===== config.mk =====
export PLATFORM = sky130hd
export DESIGN_NAME = multi_servo_controller
export DESIGN_NICKNAME = d
export VERILOG_FILES = /design/src/rtl/multi_servo_controller.sv
export SDC_FILE = /design/constraint.sdc
export NUM_CORES = 1
export LEC_CHECK = 0
export BUFFER_PORTS_ARGS = -buffer_cell sky130_fd_sc_hd__buf_2
export CORE_UTILIZATION = 41
export CTS_BUF_LIST = sky130_fd_sc_hd__clkbuf_8
export CTS_CLUSTER_DIAMETER = 30
export CTS_CLUSTER_SIZE = 8
export DETAILED_ROUTE_END_ITERATION = 12
export GPL_TIMING_DRIVEN = 0
export HOLD_SLACK_MARGIN = 0.05
export SLEW_MARGIN = 20
export SYNTH_ARGS = -nofsm -noshare
export SYNTH_HDL_FRONTEND = slang
export SYNTH_SLANG_ARGS = --single-unit

===== constraint.sdc =====
create_clock -name clk -period 3.42 [get_ports clk]
set_clock_uncertainty 0.1 [all_clocks]
set_input_delay 0.684 -clock clk [delete_from_list [all_inputs] [get_ports clk]]
set_output_delay 0.684 -clock clk [all_outputs]
set_load 0.02 [all_outputs]

===== src/rtl/multi_servo_controller.sv =====
// N-channel frame-aligned servo PWM engine with per-channel saturating position registers.
// Optional SOFT_HOME_EN adds home_req, which glides every channel toward CENTER_W.
module multi_servo_controller #(
    parameter int CHANNELS   = 4,
    parameter int PERIOD_CYC = 2_000_000,
    parameter int MIN_W      = 50_000,
    parameter int MAX_W      = 250_000,
    parameter int CENTER_W   = 150_000,
    parameter int STEP_W     = 1_000,
    localparam int W         = $clog2(PERIOD_CYC)
) (
    input  logic                  clk,
    input  logic                  rst,
    input  logic [CHANNELS-1:0]   cw_req,
    input  logic [CHANNELS-1:0]   ccw_req,
`ifdef SOFT_HOME_EN
    input  logic                  home_req,
`endif
    output logic [CHANNELS-1:0]   servo,
    output logic                  frame_tick,
    output logic [CHANNELS*W-1:0] pos
);

    localparam logic [W-1:0] LAST_CNT = W'(PERIOD_CYC - 1);
    localparam logic [W:0]   MIN_X    = (W+1)'(MIN_W);
    localparam logic [W:0]   MAX_X    = (W+1)'(MAX_W);
    localparam logic [W:0]   CENTER_X = (W+1)'(CENTER_W);
    localparam logic [W:0]   STEP_X   = (W+1)'(STEP_W);

    logic [W-1:0] cnt_reg;
    logic         frame_tick_reg;
    logic         update;

    assign update     = (cnt_reg == LAST_CNT);
    assign frame_tick = frame_tick_reg;

    always_ff @(posedge clk) begin
        if (!rst) begin
            cnt_reg        <= '0;
            frame_tick_reg <= 1'b0;
        end else begin
            cnt_reg        <= update ? '0 : cnt_reg + W'(1);
            frame_tick_reg <= (cnt_reg == '0);
        end
    end

    genvar gi;
    generate
        for (gi = 0; gi < CHANNELS; gi++) begin : g_ch
            logic [W-1:0] pos_reg;
            logic [W-1:0] width_reg;
            logic [W-1:0] pos_next;
            logic [W-1:0] step_next;
            logic [W:0]   pos_ext;
            logic [W:0]   inc;
            logic [W:0]   dec;
            logic         servo_reg;

            // One extra bit so the +STEP sum and the -STEP borrow are both visible.
            assign pos_ext = {1'b0, pos_reg};
            assign inc     = pos_ext + STEP_X;
            assign dec     = pos_ext - STEP_X;

            always_comb begin
                step_next = pos_reg;
                if (cw_req[gi] && !ccw_req[gi]) begin
                    step_next = (inc > MAX_X) ? MAX_X[W-1:0] : inc[W-1:0];
                end else if (ccw_req[gi] && !cw_req[gi]) begin
                    step_next = (dec[W] || dec < MIN_X) ? MIN_X[W-1:0] : dec[W-1:0];
                end
            end

`ifdef SOFT_HOME_EN
            logic [W-1:0] home_next;

            always_comb begin
                home_next = pos_reg;
                if (pos_ext > CENTER_X) begin
                    home_next = (dec[W] || dec < CENTER_X) ? CENTER_X[W-1:0] : dec[W-1:0];
                end else if (pos_ext < CENTER_X) begin
                    home_next = (inc > CENTER_X) ? CENTER_X[W-1:0] : inc[W-1:0];
                end
            end

            assign pos_next = home_req ? home_next : step_next;
`else
            assign pos_next = step_next;
`endif

            // width_reg is the frame's latched copy; it only moves at the frame boundary.
            always_ff @(posedge clk) begin
                if (!rst) begin
                    pos_reg   <= CENTER_X[W-1:0];
                    width_reg <= CENTER_X[W-1:0];
                    servo_reg <= 1'b0;
                end else begin
                    if (update) begin
                        pos_reg   <= pos_next;
                        width_reg <= pos_next;
                    end
                    servo_reg <= (cnt_reg < width_reg);
                end
            end

            assign servo[gi]          = servo_reg;
            assign pos[gi*W +: W]     = pos_reg;
        end
    endgenerate

endmodule


==> impl_metrics.tcl <==
set metrics [dict create \
    status "finished clean" \
    nets 1627 \
    synthMuxAreaShare_pct 0.3921 \
    place_inst 1821 \
    p_sw_share_pct 30.45 \
    antenna_found_initial 0 \
    endpoint "g_ch[1].width_reg[11]" \
    pwr-share-seq_pct 54.0 \
    drv_slew 0 \
    fin_ws_ns 0.03628 \
    portBuffers 86 \
    dr_total_vias 11607 \
    cts_sinks 98 \
    drc 0 \
    totalWireLength_um 36610 \
    worst_slew_pin_slew_ns 1.145 \
    clockBufferDepth 2 \
    die_h_um 159.8 \
    rsz0062_at_grt "true" \
    dpl_cell_area_um2 11090 \
    fin_crit_sh_pct 98.94 \
    cellInternalPower_mw 1.481 \
    vdd_drop_max_v 0.0001384 \
    utilization_pct 48.17 \
    ff2ff_path_depth 13 \
    layout_min_cycle_time_ns 3.384 \
    drive_above_1_share_pct 17.77 \
    reg2reg_slack_ns 0.04 \
    synth_edf_count 0 \
    core_area_um2 24390 \
    max_stage_delay_ns 0.52 \
    synth_compound_area_share_pct 32.22 \
    detail-route-antenna-nets 0 \
    yosysTopAreaCellShare_pct 19.21 \
    start_kind "flop" \
    synth_xor_area_share_pct 5.060 \
    synthCells 1400 \
    crit_chain "buf_4 -> inv_2 -> ha_4 -> and3b_2 -> or4_1 -> a21o_1 -> a2111oi_4 -> o31ai_2 -> a31oi_2 -> buf_6 -> o32ai_1 -> a211oi_1 -> o21ai_1" \
    grt_max_degree 18 \
    insertion_delay_ns 0.40 \
    synthTopCellsByArea "dfxtp_1 19%, ha_1 11%, o21ai_0 5.3%" \
    synthSimpleGateAreaFrac_pct 23.74 \
    totalPowerFinal_mw 2.130 \
    numCtsBuffers 9 \
    layout_common_cells "107 x nor2_1, 107 x o21ai_0, 105 x buf_2" \
    switching_power_mw 0.6485 \
    synth_seq_cells 98 \
    yosysTopAreaCell "dfxtp_1" \
    end_kind "flop" \
    crit_arrival_ns 3.54 \
    fmax_mhz 295.5 \
    crit_start "g_ch[1].width_reg[4]" \
    async_flop_share_pct 0 \
    postCtsHoldBufs 0 \
    r2r-end "g_ch[1].width_reg[11]" \
    combPwrFrac_pct 10.0 \
    cts_htree_levels 3 \
    first_pass_iters 6 \
    syn_area_um2 10210 \
    viasPerCell 6.240 \
    io_pins 99 \
    start_util_pct 41.87 \
    dieArea_um2 25540 \
    hp-class "flop to flop" \
    power.leakage_nw 4.576 \
    slew_headroom_pct 23.66 \
    gp_congestion 0.9466 \
    instances_no_fill 1860 \
    die_width_um 159.8 \
    cp_slowest_cell "or4_1" \
    synth_top_family_by_area "compound AO/OA/AOI/OAI gates" \
    p_clk_share_pct 35.9 \
    path_clk_slew_ns 0.11 \
    overflow 0 \
    num_antenna_cells 0 \
    tns_ns 0 \
    setup_viol 0 \
    design_area_um2 11750 \
    synthAdderAreaFrac_pct 10.54 \
    power_density_nw_per_um2 181.3 \
    wl_per_cell_um 19.68 \
    place_hpwl_um 26490 \
    yosysSeqAreaShare_pct 19.21 \
    timing.rr.start "g_ch[1].width_reg[4]" \
    hold_start "cnt_reg[0]" \
    area_growth_pct 15.05 \
    grt_pass1_wl_um 56530 \
    synthDistinctLibCells 86 \
    syn_avg_cell_area_um2 7.294 \
    crit_type "flop to flop" \
    drtIter0Drc 1067 \
    cts-root-buf "clkbuf_8" \
    maxCapViolCount 0 \
    hold_viol 0 \
    grt_pass1_vias 10370 \
    ys.flop_type "dfxtp_1" \
    largest_reg_flops 72 \
    required_ns 3.58 \
    synth_warnings 0 \
    place_ws_ns -0.5126 \
    holdWs_ns 0.3836 \
    cp_max_fo 9 \
    fp-row-count 57 \
    cts_tree "done" \
    track_usage_pct 27.51 \
]
[power groups by stage]
stage | clock, mW | combinational, mW | sequential, mW
final | 0.765 | 0.213 | 1.15
after global routing | 0.844 | 0.224 | 1.15
after CTS | 0.800 | 0.202 | 1.15
after detailed placement | 0 | 0.197 | 1.18
after global placement | 0 | 0.200 | 1.18
after floorplan | 0 | 0.127 | 1.18
[layout make-up]
type,count,area (um2)
Buffer,107,586.8
Clock buffer,9,123.9
Clock inverter,7,53.80
Fill cell,2519,12640
Inverter,91,345.3
Multi-Input combinational cell,1110,7611
Sequential cell,98,1981
Tap cell,324,405.4
Timing Repair Buffer,114,641.9
[routing by layer]
layer | vias to the layer above | wire [um] | global-route usage [%]
met4 | 0 | 1432 | 11.86
met5 | - | 0 | 0
met1 | 5384 | 15870 | 37.37
met2 | 636 | 16100 | 43.29
li1 | 5482 | - | -
met3 | 105 | 3207 | 3.922
[how the worst min path moves through the flow]
stage | endpoint | slack (ns) | cells past startpoint
floorplan | cnt_reg[0] | 0.33 | 1
global placement | cnt_reg[0] | 0.34 | 1
detailed placement | cnt_reg[0] | 0.36 | 1
CTS | cnt_reg[0] | 0.37 | 1
global route | cnt_reg[0] | 0.39 | 1
finish | cnt_reg[0] | 0.38 | 1
[critical path: cells and delay by family, from the launching register on]
kind                     cells  cell delay (ns)
AND/OR/NAND/NOR              2             0.77
adder cells (fa/ha/maj)      1             0.16
flip-flops                   1             0.33
AO/OA/AOI/OAI                7             1.42
buffers and inverters        3             0.47
[kinds of logic after synthesis]
kind of cell	after synthesis
simple gates	472
flops	98
compound gates	477
buf+inv	203
other cells	1
fa+ha+maj	86
mux	4
xor+xnor	59
[cell usage after synthesis (16+ instances only)]
cell         n
a211oi_1    20
a21oi_1    105
a31oi_1     20
buf_2       25
buf_4       24
clkbuf_1    61
dfxtp_1     98
ha_1        86
inv_1       90
nand2_1     97
nand3_1     50
nand4_1     16
nor2_1     113
nor3_1      57
nor4_1      24
o2111ai_1   16
o211ai_1    28
o21a_1      22
o21ai_0    108
xnor2_1     45
[timing repair]
action	4_1_cts	5_1_grt
gates cloned	0	1
gates resized for setup	32	67
pin swaps	4	16
hold endpoints to repair	0	0
setup endpoints to repair	64	69
buffers inserted	10	17
(Power assumes the default switching activity.)
